`src/rtl/mem_pkg.sv`:
```
// Shared encodings, FSM state type and request-decoding helpers for the data-memory controller.
package mem_pkg;

  localparam logic [2:0] SZ_BYTE = 3'b001;
  localparam logic [2:0] SZ_HALF = 3'b011;
  localparam logic [2:0] SZ_WORD = 3'b111;

  localparam int unsigned SM_UNSIGNED = 3;

  typedef enum logic [1:0] {
    StIdle,
    StLdWait,
    StRmwWait,
    StRmwWr
  } mem_state_e;

  // Any size code other than byte/half behaves as a full word.
  function automatic logic [2:0] norm_size(input logic [2:0] sz);
    return (sz == SZ_BYTE || sz == SZ_HALF) ? sz : SZ_WORD;
  endfunction

  function automatic logic is_misaligned(input logic [2:0] sz, input logic [1:0] off);
    return ((sz == SZ_HALF) && off[0]) || ((sz == SZ_WORD) && (off != 2'b00));
  endfunction

endpackage

```
`src/rtl/lane_extract.sv`:
```
// Little-endian lane logic: extends a byte/half/word out of a memory word and merges store data
// into it at the same lane.
module lane_extract
  import mem_pkg::*;
(
  input  logic [31:0] word_i,
  input  logic [1:0]  offset_i,
  input  logic [2:0]  size_i,
  input  logic        unsigned_i,
  input  logic [31:0] store_data_i,
  output logic [31:0] ext_o,
  output logic [31:0] merged_o
);

  logic [7:0]  byte_sel;
  logic [15:0] half_sel;

  always_comb begin
    byte_sel = word_i[{offset_i, 3'b000} +: 8];
    half_sel = word_i[{offset_i[1], 4'b0000} +: 16];
    ext_o    = word_i;
    merged_o = store_data_i;
    unique case (size_i)
      SZ_BYTE: begin
        ext_o    = unsigned_i ? {24'h0, byte_sel} : {{24{byte_sel[7]}}, byte_sel};
        merged_o = word_i;
        merged_o[{offset_i, 3'b000} +: 8] = store_data_i[7:0];
      end
      SZ_HALF: begin
        ext_o    = unsigned_i ? {16'h0, half_sel} : {{16{half_sel[15]}}, half_sel};
        merged_o = word_i;
        merged_o[{offset_i[1], 4'b0000} +: 16] = store_data_i[15:0];
      end
      default: begin
        ext_o    = word_i;
        merged_o = store_data_i;
      end
    endcase
  end

endmodule

```
`src/rtl/data_mem_ctrl.sv`:
```
// MEM-stage data-memory controller: loads with sub-word extension, single-cycle word stores and
// read-modify-write byte/half stores against a 1-cycle-latency synchronous SRAM.
module data_mem_ctrl
  import mem_pkg::*;
#(
  parameter int unsigned DEPTH_WORDS = 1024,
  parameter int unsigned AW          = $clog2(DEPTH_WORDS)
) (
  input  logic          clk,
  input  logic          rst_n,
  input  logic [31:0]   addr,
  input  logic [31:0]   wr_data,
  input  logic          memwrite,
  input  logic          memread,
  input  logic [3:0]    sign_mask,
  output logic [31:0]   rd_data,
  output logic          rd_valid,
  output logic          busy,
  output logic          misaligned,
  output logic          sram_en,
  output logic          sram_we,
  output logic [AW-1:0] sram_addr,
  output logic [31:0]   sram_wdata,
  input  logic [31:0]   sram_rdata
);

  mem_state_e state_q, state_d;

  logic [AW-1:0] waddr_q;
  logic [1:0]    off_q;
  logic [2:0]    size_q;
  logic          uns_q;
  logic [31:0]   wdata_q, merged_q, rd_data_q;
  logic          rd_valid_q, busy_q, mis_q;

  logic [2:0]  req_size;
  logic        req, req_mis, accept;
  logic [31:0] ext_val, merged_val;

  // Address bits above the SRAM window are ignored so accesses wrap.
  logic unused_addr;
  assign unused_addr = ^addr[31:AW+2];

  assign req_size = norm_size(sign_mask[2:0]);
  assign req_mis  = is_misaligned(req_size, addr[1:0]);
  assign req      = memwrite | memread;
  // Gate with rst_n so no SRAM strobe can leak out while reset is held.
  assign accept   = rst_n && (state_q == StIdle) && req && !req_mis;

  lane_extract u_lane_extract (
    .word_i       (sram_rdata),
    .offset_i     (off_q),
    .size_i       (size_q),
    .unsigned_i   (uns_q),
    .store_data_i (wdata_q),
    .ext_o        (ext_val),
    .merged_o     (merged_val)
  );

  always_comb begin
    state_d    = state_q;
    sram_en    = 1'b0;
    sram_we    = 1'b0;
    sram_addr  = waddr_q;
    sram_wdata = '0;
    unique case (state_q)
      StIdle: begin
        if (accept) begin
          sram_en   = 1'b1;
          sram_addr = addr[AW+1:2];
          if (memwrite && req_size == SZ_WORD) begin
            sram_we    = 1'b1;
            sram_wdata = wr_data;
          end else if (memwrite) begin
            state_d = StRmwWait;
          end else begin
            state_d = StLdWait;
          end
        end
      end
      StLdWait:  state_d = StIdle;
      StRmwWait: state_d = StRmwWr;
      StRmwWr: begin
        sram_en    = 1'b1;
        sram_we    = 1'b1;
        sram_wdata = merged_q;
        state_d    = StIdle;
      end
      default: state_d = StIdle;
    endcase
  end

  always_ff @(posedge clk or negedge rst_n) begin
    if (!rst_n) begin
      state_q    <= StIdle;
      waddr_q    <= '0;
      off_q      <= 2'b00;
      size_q     <= SZ_WORD;
      uns_q      <= 1'b0;
      wdata_q    <= '0;
      merged_q   <= '0;
      rd_data_q  <= '0;
      rd_valid_q <= 1'b0;
      busy_q     <= 1'b0;
      mis_q      <= 1'b0;
    end else begin
      state_q    <= state_d;
      busy_q     <= (state_d != StIdle);
      mis_q      <= (state_q == StIdle) && req && req_mis;
      rd_valid_q <= (state_q == StLdWait);
      if (accept) begin
        waddr_q <= addr[AW+1:2];
        off_q   <= addr[1:0];
        size_q  <= req_size;
        uns_q   <= sign_mask[SM_UNSIGNED];
        wdata_q <= wr_data;
      end
      if (state_q == StLdWait) rd_data_q <= ext_val;
      if (state_q == StRmwWait) merged_q <= merged_val;
    end
  end

  assign rd_data    = rd_data_q;
  assign rd_valid   = rd_valid_q;
  assign busy       = busy_q;
  assign misaligned = mis_q;

endmodule
```
`config.mk`:
```
export PLATFORM = sky130hd
export DESIGN_NAME = data_mem_ctrl
export DESIGN_NICKNAME = d
export VERILOG_FILES = /design/src/rtl/mem_pkg.sv /design/src/rtl/lane_extract.sv /design/src/rtl/data_mem_ctrl.sv
export SDC_FILE = /design/constraint.sdc
export NUM_CORES = 1
export LEC_CHECK = 0
export CORE_MARGIN = 3
export CORE_UTILIZATION = 50
export CTS_CLUSTER_DIAMETER = 30
export DETAILED_ROUTE_END_ITERATION = 8
export GPL_TIMING_DRIVEN = 1
export HOLD_SLACK_MARGIN = 0.08
export PLACE_DENSITY = 0.84
export SYNTH_ARGS = -nofsm -noshare
export SYNTH_HDL_FRONTEND = slang
export SYNTH_SLANG_ARGS = --single-unit
```
`constraint.sdc`:
```
create_clock -name clk -period 3.1 [get_ports clk]
set_input_delay 0.62 -clock clk [delete_from_list [all_inputs] [get_ports clk]]
set_output_delay 0.62 -clock clk [all_outputs]
set_load 0.05 [all_outputs]
```
==> results of run 1 <==
-- cells in the mapped netlist, types with 2 or more instances --
library cell  count
a22o_1           55
a21oi_1          47
mux2i_1          19
o22a_1            9
mux4_2            8
ha_1              9
dfstp_2           3
o21ai_0          16
buf_4             2
mux2_2           49
o21a_1            2
nor2_1           70
nor4bb_1          2
clkbuf_1         19
inv_1             8
buf_1             4
a221o_1           8
mux2_1            6
nand2b_1          2
or2_2             3
dfrtp_1         114
buf_2            15
nor2b_1          10
a221oi_1         32
nand3_1           5
buf_6             3
nand2_1          20
-- kinds of logic after synthesis --
kind of cell / Yosys count
fa+ha+maj: 9
compound gates: 178
buf+inv: 53
flops: 117
simple gates: 123
mux: 82
-- cell type report --
cell class                      instances  area share
Antenna cell                            1    0.000280
Sequential cell                       117       0.328
Clock inverter                          9      0.0112
Clock buffer                           23      0.0546
Multi-Input combinational cell        392       0.341
Inverter                               10     0.00420
Timing Repair Buffer                  181       0.237
Tap cell                              168      0.0235
-- cells in the final DEF, fill, tap and decap left out, drive strengths merged, types with 2 or more instances in the layout --
| cell type | synthesis | layout |
|---|---|---|
| clkinvlp | 0 | 2 |
| a22o | 55 | 55 |
| buf | 24 | 63 |
| mux2 | 55 | 55 |
| dfrtp | 114 | 114 |
| nor4 | 2 | 2 |
| nor2 | 70 | 70 |
| clkinv | 1 | 6 |
| dfstp | 3 | 3 |
| nor4bb | 2 | 2 |
| mux2i | 19 | 19 |
| a21oi | 48 | 48 |
| o21ai | 16 | 16 |
| a221o | 8 | 8 |
| ha | 9 | 9 |
| clkbuf | 19 | 24 |
| a221oi | 32 | 32 |
| o22a | 9 | 9 |
| clkdlybuf4s50 | 0 | 117 |
| a211oi | 2 | 2 |
| nand2b | 2 | 2 |
| nand3 | 5 | 5 |
| nor2b | 11 | 11 |
| inv | 9 | 9 |
| or2 | 3 | 3 |
| nand2 | 20 | 20 |
| bufinv | 0 | 2 |
| o21a | 2 | 2 |
| mux4 | 8 | 8 |
-- metal layers --
layer / vias up / part of all wire
met5: - / 0
met4: 0 / 0.043
met3: 83 / 0.088
met2: 366 / 0.50
met1: 2807 / 0.37
li1: 2443 / -
-- timing repair --
item | 4_1_cts | 5_1_grt
hold buffers | 0 | 0
setup buffers | 0 | 1
endpoints found under the setup margin | 0 | 10
-- worst min path at each step --
stage / start / endpoint / slack [ps] / cells after the start
6_report: rst_n / rd_data[20] / 410 / 2
5_1_grt: rst_n / rd_data[20] / 460 / 2
4_1_cts: rst_n / rd_data[17] / 430 / 2
3_5_place_dp: waddr_q[4] / waddr_q[4] / 480 / 1
3_3_place_gp: waddr_q[5] / waddr_q[5] / 460 / 1
2_1_floorplan: rst_n / busy / 320 / 0
-- metrics by stage --
stage,power (W),instance area (um^2),instances
floorplan,0.00660,6210,562
global placement,0.00829,8310,866
detailed placement,0.00850,8310,866
CTS,0.0105,8900,898
global route,0.0111,8930,900
finish,0.0106,8940,901
-- power groups by stage --
stage | logic, W | registers, W | clock network, W
2_1_floorplan | 0.00311 | 0.00349 | 0
3_3_place_gp | 0.00545 | 0.00284 | 0
3_5_place_dp | 0.00561 | 0.00290 | 0
4_1_cts | 0.00569 | 0.00288 | 0.00196
5_1_grt | 0.00605 | 0.00298 | 0.00203
6_report | 0.00571 | 0.00291 | 0.00195
-- registers in the layout, indices dropped and copies added (netlist names) --
register    count
state_q         2
rd_data        32
merged_q       32
off_q           2
wdata_q        32
uns_q           1
busy            1
waddr_q        10
size_q          3
rd_valid        1
misaligned      1
==> results.cfg, run 1 <==
[power_and_ir_drop]
power.density_nw_per_um2 = 1180
seq_power_share = 0.275
switching_share = 0.440
power_switching_w = 0.00465
leakage_nw = 3.69
intPower_w = 0.00591
p_clk_frac = 0.185
ir_drop_mv = 0.799
power_frac_comb = 0.541

[synthesis]
synth.distinct_cells = 49
synth-edff-count = 0
synth_top_area_frac = 0.459
ys_top_cells_by_area = dfrtp_1 46%, mux2_2 8.9%, a22o_1 7.8%
synth-seq-area-share = 0.472
synthCells = 562
synth_area_per_cell_um2 = 11.0
synthesis.nets = 675
yosysWarningCount = 0
synth_top_area_cell = dfrtp_1
muxShareOfSynthArea = 0.159
ys_ff_latch = 117
synth_ff_type = dfrtp_1
synthAdderAreaFrac = 0.0181
synthSimpleGateAreaFrac = 0.0935
synth_compound_area_frac = 0.217
synth_top_family_by_area = compound AO/OA/AOI/OAI gates
post_synth_xor_area_fraction = 0
async_flop_share = 1.00
syn-cell-area_um2 = 6210

[setup_path]
crit_fanout = 11
crit_cells = 7
start_kind = input port
critPathTopFamily = buffers and inverters
reg2reg_depth = 6
timing.rr.start = off_q[1]
max_stage_delay_ps = 450
end_kind = output pin
ff2ff_setup_slack_ps = 470
r2r-end = merged_q[19]
cpMaxStageDelayCell = clkdlybuf4s50_1
cp.required_ps = 2480
startpoint = sign_mask[0]
cp.arrival_ps = 2400
crit_end = sram_addr[9]
crit_buf_inv = 3
worst-setup-path-type = in -> out
crit_chain = clkdlybuf4s50_1, nor2b_4, a21oi_2, nor3b_4, buf_12, mux2_2, buf_4

[sta]
setup_tns_ps = 0
setup_violations = 0
final_max_slew_viol_count = 0
hold_viol_final = 0
hold_ws_ps = 409
relSlewSlack = 0.143
setup_slack_ps = 78.2
fin_crit_ps = 3020
max_freq_ghz = 0.331
skew_ps = 8.72
tightest_slew_ps = 1270
min_period_over_period = 0.975

[finish]
nets = 832
synthToLayoutAreaGrowth_pct = 43.9
multiInputGateArea_um2 = 3050
utilization = 0.741
final-seq-area_um2 = 2930
drive_above_1_share = 0.231
fillers = 792

[clock_network]
clock_latency_ps = 420
cts_root_buf = clkbuf_16
ctsResizeCount = 0
path_clk_slew_ps = 50
clockBufferDepth = 2
cts_inserted_buffers = 17
cts_tree = yes
cts_num_sinks = 117
cts_max_level = 4

[route]
wirelength_um = 19900
drc = 0
drtAntennaViolNets = 0
drt_iter0_drc = 547
vias_per_cell = 6.33
detail_route.wl_per_cell_um = 22.1
num_vias = 5699
dr.pass1.iters = 6

[global_routing]
antenna_found_initial = 0
top_usage_layer = met2
grt_use_met3 = 0.0762
grt_pass1_vias = 5856
grt_start_max_net_pins = 62
grtUsageMet2 = 0.470
grt_usage = 0.284
grt_overflow = 0
gr-usage-met1 = 0.347
grt_pass1_wl_um = 31000

[placed_design]
port_buffers = 162
dp_slack_ps = 51.1
place.gp.congestion = 0.910
dp_hpwl_um = 13700

[die]
rows = 40
die_w_um = 117
io_pins = 183
start_util = 0.515
core_area_um2 = 12100
dieArea_um2 = 13800
fp.dieH_um = 117

[worst_hold_path]
hp-class = in -> async

[run]
maxCapViolCount = 0

[run_status]
status = finished, final reports clean
Power figures use the tool's default switching activity.
==> run 2: changes to the inputs <==
--- a/config.mk
+++ b/config.mk
@@ -8,6 +8,7 @@
 export CORE_MARGIN = 3
 export CORE_UTILIZATION = 50
 export CTS_CLUSTER_DIAMETER = 30
+export CTS_CLUSTER_SIZE = 24
 export DETAILED_ROUTE_END_ITERATION = 8
 export GPL_TIMING_DRIVEN = 1
 export HOLD_SLACK_MARGIN = 0.08
==> results of run 2 <==
Final layout, timing and power as in run 1 (identical DEF).
